### src/rtl/loader_pkg.sv
// Shared state encoding, widths and word-packing helper for the RAM512 loader.
package loader_pkg;

  localparam int WORD_W = 16;
  localparam int BYTE_W = 8;

  typedef enum logic [2:0] {
    IDLE  = 3'd0,
    HI    = 3'd1,
    LO    = 3'd2,
    WRITE = 3'd3,
    CLEAR = 3'd4
  } state_e;

  // Stream is big-endian: the first byte of a pair lands in the upper half.
  function automatic logic [WORD_W-1:0] pack_word(input logic [BYTE_W-1:0] hi,
                                                  input logic [BYTE_W-1:0] lo);
    return {hi, lo};
  endfunction

endpackage

### src/rtl/loader_byte_packer.sv
// Byte-pair holding register for the RAM loader: latches high/low bytes of a word and
// the end-of-stream flag; capturing a high byte pre-pads the low byte for odd streams.
module loader_byte_packer
  import loader_pkg::*;
(
  input  logic              clk,
  input  logic              reset_n,
  input  logic              clear,
  input  logic              cap_hi,
  input  logic              cap_lo,
  input  logic [BYTE_W-1:0] data,
  input  logic              last_in,
  output logic [WORD_W-1:0] word,
  output logic              last
);

  logic [BYTE_W-1:0] hi_r;
  logic [BYTE_W-1:0] lo_r;
  logic              last_r;

  // Byte and last-flag capture; a lone final high byte leaves the low byte at 8'h00.
  always_ff @(posedge clk) begin
    if (!reset_n) begin
      hi_r   <= 8'h00;
      lo_r   <= 8'h00;
      last_r <= 1'b0;
    end else if (clear) begin
      hi_r   <= 8'h00;
      lo_r   <= 8'h00;
      last_r <= 1'b0;
    end else if (cap_hi) begin
      hi_r   <= data;
      lo_r   <= 8'h00;
      last_r <= last_in;
    end else if (cap_lo) begin
      lo_r   <= data;
      last_r <= last_in;
    end else begin
      hi_r   <= hi_r;
      lo_r   <= lo_r;
      last_r <= last_r;
    end
  end

  assign word = pack_word(hi_r, lo_r);
  assign last = last_r;

endmodule

### src/rtl/ram_loader.sv
// Write-side feeder for RAM512: packs an ioctl byte stream into sequential 16-bit writes
// or clears the RAM. Optional build macro LOADER_CHECKSUM_EN enables the running checksum.
module ram_loader
  import loader_pkg::*;
#(
  parameter int                ADDR_W      = 9,
  parameter logic [WORD_W-1:0] CLEAR_VALUE = 16'h0000
) (
  input  logic              clk,
  input  logic              reset_n,
  input  logic              start_load,
  input  logic              start_clear,
  input  logic              dl_valid,
  input  logic [BYTE_W-1:0] dl_data,
  input  logic              dl_last,
  output logic              dl_ready,
  output logic [ADDR_W-1:0] ram_address,
  output logic [WORD_W-1:0] ram_in,
  output logic              ram_load,
  output logic              busy,
  output logic              done,
  output logic              overflow,
  output logic [ADDR_W:0]   word_count,
  output logic [WORD_W-1:0] checksum
);

  localparam logic [ADDR_W:0]   DEPTH     = {1'b1, {ADDR_W{1'b0}}};
  localparam logic [ADDR_W-1:0] LAST_ADDR = {ADDR_W{1'b1}};
  localparam logic [ADDR_W-1:0] ADDR_ZERO = {ADDR_W{1'b0}};
  localparam logic [ADDR_W-1:0] ADDR_ONE  = {{(ADDR_W-1){1'b0}}, 1'b1};
  localparam logic [ADDR_W:0]   WC_ZERO   = {(ADDR_W+1){1'b0}};
  localparam logic [ADDR_W:0]   WC_ONE    = {{ADDR_W{1'b0}}, 1'b1};

  state_e            state_r;
  state_e            next_state_s;
  logic [ADDR_W-1:0] addr_r;
  logic [ADDR_W:0]   word_count_r;
  logic              overflow_r;
  logic              done_r;

  logic              dl_ready_s;
  logic              busy_s;
  logic              wr_en_s;
  logic [WORD_W-1:0] wr_data_s;
  logic              cap_hi_s;
  logic              cap_lo_s;
  logic              start_s;
  logic              xfer_s;
  logic              full_s;
  logic [WORD_W-1:0] pk_word_s;
  logic              pk_last_s;

  // A start only counts when taken from IDLE; that is also where per-run state is zeroed.
  assign start_s = (state_r == IDLE) && (start_load || start_clear);
  assign xfer_s  = dl_valid && dl_ready_s;
  assign full_s  = (word_count_r == DEPTH);

  loader_byte_packer u_packer (
    .clk     (clk),
    .reset_n (reset_n),
    .clear   (start_s),
    .cap_hi  (cap_hi_s),
    .cap_lo  (cap_lo_s),
    .data    (dl_data),
    .last_in (dl_last),
    .word    (pk_word_s),
    .last    (pk_last_s)
  );

  // State register.
  always_ff @(posedge clk) begin
    if (!reset_n) begin
      state_r <= IDLE;
    end else begin
      state_r <= next_state_s;
    end
  end

  // Next-state logic; clear has priority over load when both start together.
  always_comb begin
    next_state_s = state_r;
    case (state_r)
      IDLE: begin
        if (start_clear) begin
          next_state_s = CLEAR;
        end else if (start_load) begin
          next_state_s = HI;
        end else begin
          next_state_s = IDLE;
        end
      end
      HI: begin
        if (xfer_s) begin
          next_state_s = dl_last ? WRITE : LO;
        end else begin
          next_state_s = HI;
        end
      end
      LO: begin
        if (xfer_s) begin
          next_state_s = WRITE;
        end else begin
          next_state_s = LO;
        end
      end
      WRITE:   next_state_s = pk_last_s ? IDLE : HI;
      CLEAR:   next_state_s = (addr_r == LAST_ADDR) ? IDLE : CLEAR;
      default: next_state_s = IDLE;
    endcase
  end

  // Output decode; once DEPTH words are stored, WRITE still consumes the word but drops it.
  always_comb begin
    dl_ready_s = 1'b0;
    busy_s     = 1'b1;
    wr_en_s    = 1'b0;
    wr_data_s  = pk_word_s;
    cap_hi_s   = 1'b0;
    cap_lo_s   = 1'b0;
    case (state_r)
      IDLE: begin
        busy_s = 1'b0;
      end
      HI: begin
        dl_ready_s = 1'b1;
        cap_hi_s   = dl_valid;
      end
      LO: begin
        dl_ready_s = 1'b1;
        cap_lo_s   = dl_valid;
      end
      WRITE: begin
        wr_en_s = !full_s;
      end
      CLEAR: begin
        wr_en_s   = 1'b1;
        wr_data_s = CLEAR_VALUE;
      end
      default: begin
        busy_s = 1'b0;
      end
    endcase
  end

  // Address, word counter, overflow and completion pulse.
  always_ff @(posedge clk) begin
    if (!reset_n) begin
      addr_r       <= ADDR_ZERO;
      word_count_r <= WC_ZERO;
      overflow_r   <= 1'b0;
      done_r       <= 1'b0;
    end else begin
      done_r <= 1'b0;
      case (state_r)
        IDLE: begin
          if (start_s) begin
            addr_r       <= ADDR_ZERO;
            word_count_r <= WC_ZERO;
            overflow_r   <= 1'b0;
          end
        end
        WRITE: begin
          if (full_s) begin
            overflow_r <= 1'b1;
          end else begin
            addr_r       <= addr_r + ADDR_ONE;
            word_count_r <= word_count_r + WC_ONE;
          end
          done_r <= pk_last_s;
        end
        CLEAR: begin
          addr_r       <= addr_r + ADDR_ONE;
          word_count_r <= word_count_r + WC_ONE;
          done_r       <= (addr_r == LAST_ADDR);
        end
        default: begin
          addr_r <= addr_r;
        end
      endcase
    end
  end

`ifdef LOADER_CHECKSUM_EN
  logic [WORD_W-1:0] checksum_r;

  // Wrapping sum of every word actually committed to the RAM.
  always_ff @(posedge clk) begin
    if (!reset_n) begin
      checksum_r <= 16'h0000;
    end else if (start_s) begin
      checksum_r <= 16'h0000;
    end else if (wr_en_s) begin
      checksum_r <= checksum_r + wr_data_s;
    end else begin
      checksum_r <= checksum_r;
    end
  end

  assign checksum = checksum_r;
`else
  assign checksum = 16'h0000;
`endif

  assign dl_ready    = dl_ready_s;
  assign busy        = busy_s;
  assign ram_load    = wr_en_s;
  assign ram_address = wr_en_s ? addr_r : ADDR_ZERO;
  assign ram_in      = wr_en_s ? wr_data_s : 16'h0000;
  assign done        = done_r;
  assign overflow    = overflow_r;
  assign word_count  = word_count_r;

endmodule

### config.mk
export PLATFORM = sky130hd
export DESIGN_NAME = ram_loader
export DESIGN_NICKNAME = d
export VERILOG_FILES = /design/src/rtl/loader_pkg.sv /design/src/rtl/loader_byte_packer.sv /design/src/rtl/ram_loader.sv
export SDC_FILE = /design/constraint.sdc
export NUM_CORES = 1
export LEC_CHECK = 0
export CAP_MARGIN = 15
export CELL_PAD_IN_SITES_DETAIL_PLACEMENT = 0
export CELL_PAD_IN_SITES_GLOBAL_PLACEMENT = 2
export CORE_MARGIN = 2
export CORE_UTILIZATION = 26
export DETAILED_ROUTE_END_ITERATION = 12
export GPL_ROUTABILITY_DRIVEN = 0
export HOLD_SLACK_MARGIN = 0.02
export PLACE_DENSITY_LB_ADDON = 0.1
export SKIP_LAST_GASP = 1
export SLEW_MARGIN = 5
export SYNTH_ARGS = -nofsm -noshare
export SYNTH_HDL_FRONTEND = slang
export SYNTH_HIERARCHICAL = 1
export SYNTH_SLANG_ARGS = --single-unit
### constraint.sdc
create_clock -name clk -period 2.7 [get_ports clk]
set_clock_uncertainty 0.2 [all_clocks]
set_input_delay 0.27 -clock clk [delete_from_list [all_inputs] [get_ports clk]]
set_output_delay 0.27 -clock clk [all_outputs]
set_load 0.005 [all_outputs]
==> impl_metrics.ini, run 1 <==
[run_status]
status = finished, final reports clean

[setup_path]
max_stage_delay_ns = 0.43
arrival_ns = 2.19
slowest_stage = clkdlybuf4s50_1
r2r_start = state_r[2]
worstRegToRegCells = 6
startpoint_type = flip-flop
worstReg2RegEnd = addr_r[5]
critPathMaxFanout = 9
endpoint_kind = output port
rrSetupSlack_ns = 0.50
required_ns = 2.23
path_cells = or3_4, o31a_4, nor2_4, inv_4, and2_1, clkdlybuf4s50_1
path_class = reg2out

[timing]
fin_ws_ns = 0.04274
min_period_ns = 2.657
fmax_mhz = 376.3
rsz0062_at_grt = yes
hold_slack_ns = 0.2901
setup_viol = 0
worst_pin_slew_ns = 0.5982
hold_viol = 0
period_share_pct = 98.42
max-slew-margin-rel_pct = 60.08
fin_tns_setup_ns = 0
drv_slew = 0

[floorplan]
dieArea_um2 = 9799
initial_core_util_pct = 26.90
core_um2 = 8721
die_width_um = 98.99
io_pins = 70
core.rowCount = 34
die_h_um = 98.99

[power]
p_leak_nw = 1.434
peakVddDrop_v = 0.0001830
cellPowerDensity_nw_per_um2 = 390.0
finalPower_mw = 1.257

[final_layout]
fill_cells = 915
fin_nets = 359
drive_above_1_share_pct = 14.66
layoutNonFillerInstCount = 449
antennaDiodeCount = 0
stdcell_area_um2 = 3222
area_delta_synth_final_pct = 37.33
fin_util_pct = 36.94

[logic_synthesis]
yosys_warnings = 6
synthCells = 269
yosysTopAreaCell = dfxtp_1
synth_cell_types = 54
yosys-top-cells-area = dfxtp_1 35%, and2_1 7.2%, mux2i_1 6.8%
synth_edf_count = 0
syn_area_um2 = 2346
syn_avg_cell_area_um2 = 8.721
async_flop_share_pct = 0
synth_top_area_share_pct = 34.99
ys_seq_area_share_pct = 34.99
synthFlopType = dfxtp_1
ys_ff_latch = 41

[min_path]
holdPathEnd = word_count[0]
holdCritStartpoint = word_count[0]
hp-class = reg2reg
whs_path_depth = 2

[route]
drc = 0
drt_wl_total_mm = 6.784
firstDrtPassIters = 4
post_drt_wl_per_cell_um = 15.11
ant_nets = 0
vias = 2090
via_per_inst = 4.655
drtIter0Drc = 44

[clock_network]
clock-sinks = 41
cts_buffers = 5
clock_latency_ns = 0.29
root_buffer = clkbuf_8
cts.hold.buffers_added = 0
cts.htree.levels = 2
cts.clk_slew.worst_paths_ns = 0.09
cts_tree = yes
cts_buffer_depth = 2

[global_route]
grt_start_max_net_pins = 17
grt_overflow = 0
grt_pass1_vias = 2101
grt_usage_pct = 14.16
antenna_found_initial = 0
grt_pass1_wl_mm = 11.09

[placed_design]
io_buffer_count = 53
dp_hpwl_mm = 5.002
dp_cells = 438
placed_area_um2 = 3053
dp_slack_ns = 0.2537

[flow_run]
cap_viol_max_count = 0
==> synth_stat cells, drive strengths merged (3+ instances only) <==
master,count
or3b,3
a211oi,3
and2,27
o21ai,14
nor2,28
nand2b,7
nand2,10
ha,4
and3,5
o221a,6
a21boi,4
o22ai,3
a21oi,11
clkbuf,7
nand3,9
mux2i,16
dfxtp,41
nor4,3
nor2b,3
buf,24
inv,7
==> layout make-up <==
cell class / count / area (µm²) / area share [%]
clock buffer: 6 / 82.58 / 2.563
multi-input combinational: 205 / 1353 / 41.98
sequential: 41 / 827.0 / 25.67
tap: 108 / 135.1 / 4.194
timing repair buffer: 81 / 788.3 / 24.47
inverter: 7 / 28.78 / 0.8932
clock inverter: 1 / 7.507 / 0.2330
==> placed cells by master (no fill, tap or decap), drive strengths merged, types with 7 or more instances in the layout <==
| cell | Yosys | routed |
|---|---|---|
| buf | 24 | 28 |
| conb | 1 | 16 |
| clkdlybuf4s50 | 0 | 39 |
| nand3 | 9 | 9 |
| o21ai | 14 | 14 |
| nand2b | 7 | 7 |
| a21oi | 11 | 11 |
| mux2i | 16 | 16 |
| nand2 | 10 | 10 |
| inv | 7 | 7 |
| nor2 | 28 | 28 |
| dlymetal6s2s | 0 | 14 |
| dfxtp | 41 | 41 |
| and2 | 27 | 27 |
==> state kept, by name (all words and copies together) (netlist names) <==
register	flops
word_count	10
u_packer/hi_r	8
addr_r	9
u_packer/lo_r	8
u_packer/last	1
done	1
overflow	1
state_r	3
==> critical path: cells and delay by family, from the launching register on <==
kind / cells / cell delay [ns]
AOI/OAI and AO/OA: 1 / 0.40
buffers and inverters: 2 / 0.49
DFF: 1 / 0.33
and+or+nand+nor: 3 / 0.66
==> cells by family after synthesis <==
family / count (synthesis) / share of synthesized area, %
other: 1 / 0.1598
flip-flops: 41 / 34.99
XOR/XNOR: 1 / 0.3734
AND/OR/NAND/NOR: 108 / 25.87
multiplexers: 16 / 6.827
AO/OA/AOI/OAI: 60 / 19.68
adder cells (fa/ha/maj): 4 / 2.133
buffers and inverters: 38 / 9.973
==> layer usage <==
layer	vias to the layer above	global-route usage, %	part of all wire, %
met5	-	0	0
met4	0	3.477	0.84
met3	5	2.908	4.0
met2	47	22.82	45
met1	979	19.39	50
li1	1059	-	-
==> power by group <==
group | total, mW | switching [mW] | internal (mW) | leakage (nW)
registers | 0.624 | 0.0104 | 0.614 | 0.333
clock network | 0.431 | 0.228 | 0.203 | 0.0433
logic | 0.202 | 0.114 | 0.0879 | 1.06
==> worst max path at each step <==
stage | from | end
after floorplan | word_count[0] | ram_address[0]
after global placement | word_count[4] | ram_address[8]
after detailed placement | word_count[4] | ram_address[1]
after CTS | word_count[4] | ram_address[1]
after global routing | word_count[5] | ram_address[1]
final | word_count[5] | ram_address[1]
==> repair_timing <==
item,CTS,global route
setup endpoints to repair,22,26
buffers inserted,4,0
gates resized for setup,3,18
hold endpoints to repair,0,0
pin swaps,2,1
Note: power is estimated with default switching activity, not from simulation.
==> run 2: changes to the inputs <==
- CAP_MARGIN: 15 -> 20
==> results of run 2 <==
Same layout as run 1: the final DEF is identical, and so are final timing and power.
==> run 3: changes to the inputs <==
- CAP_MARGIN: 20 -> default
==> results of run 3 <==
Same layout as run 1: the final DEF is identical, and so are final timing and power.
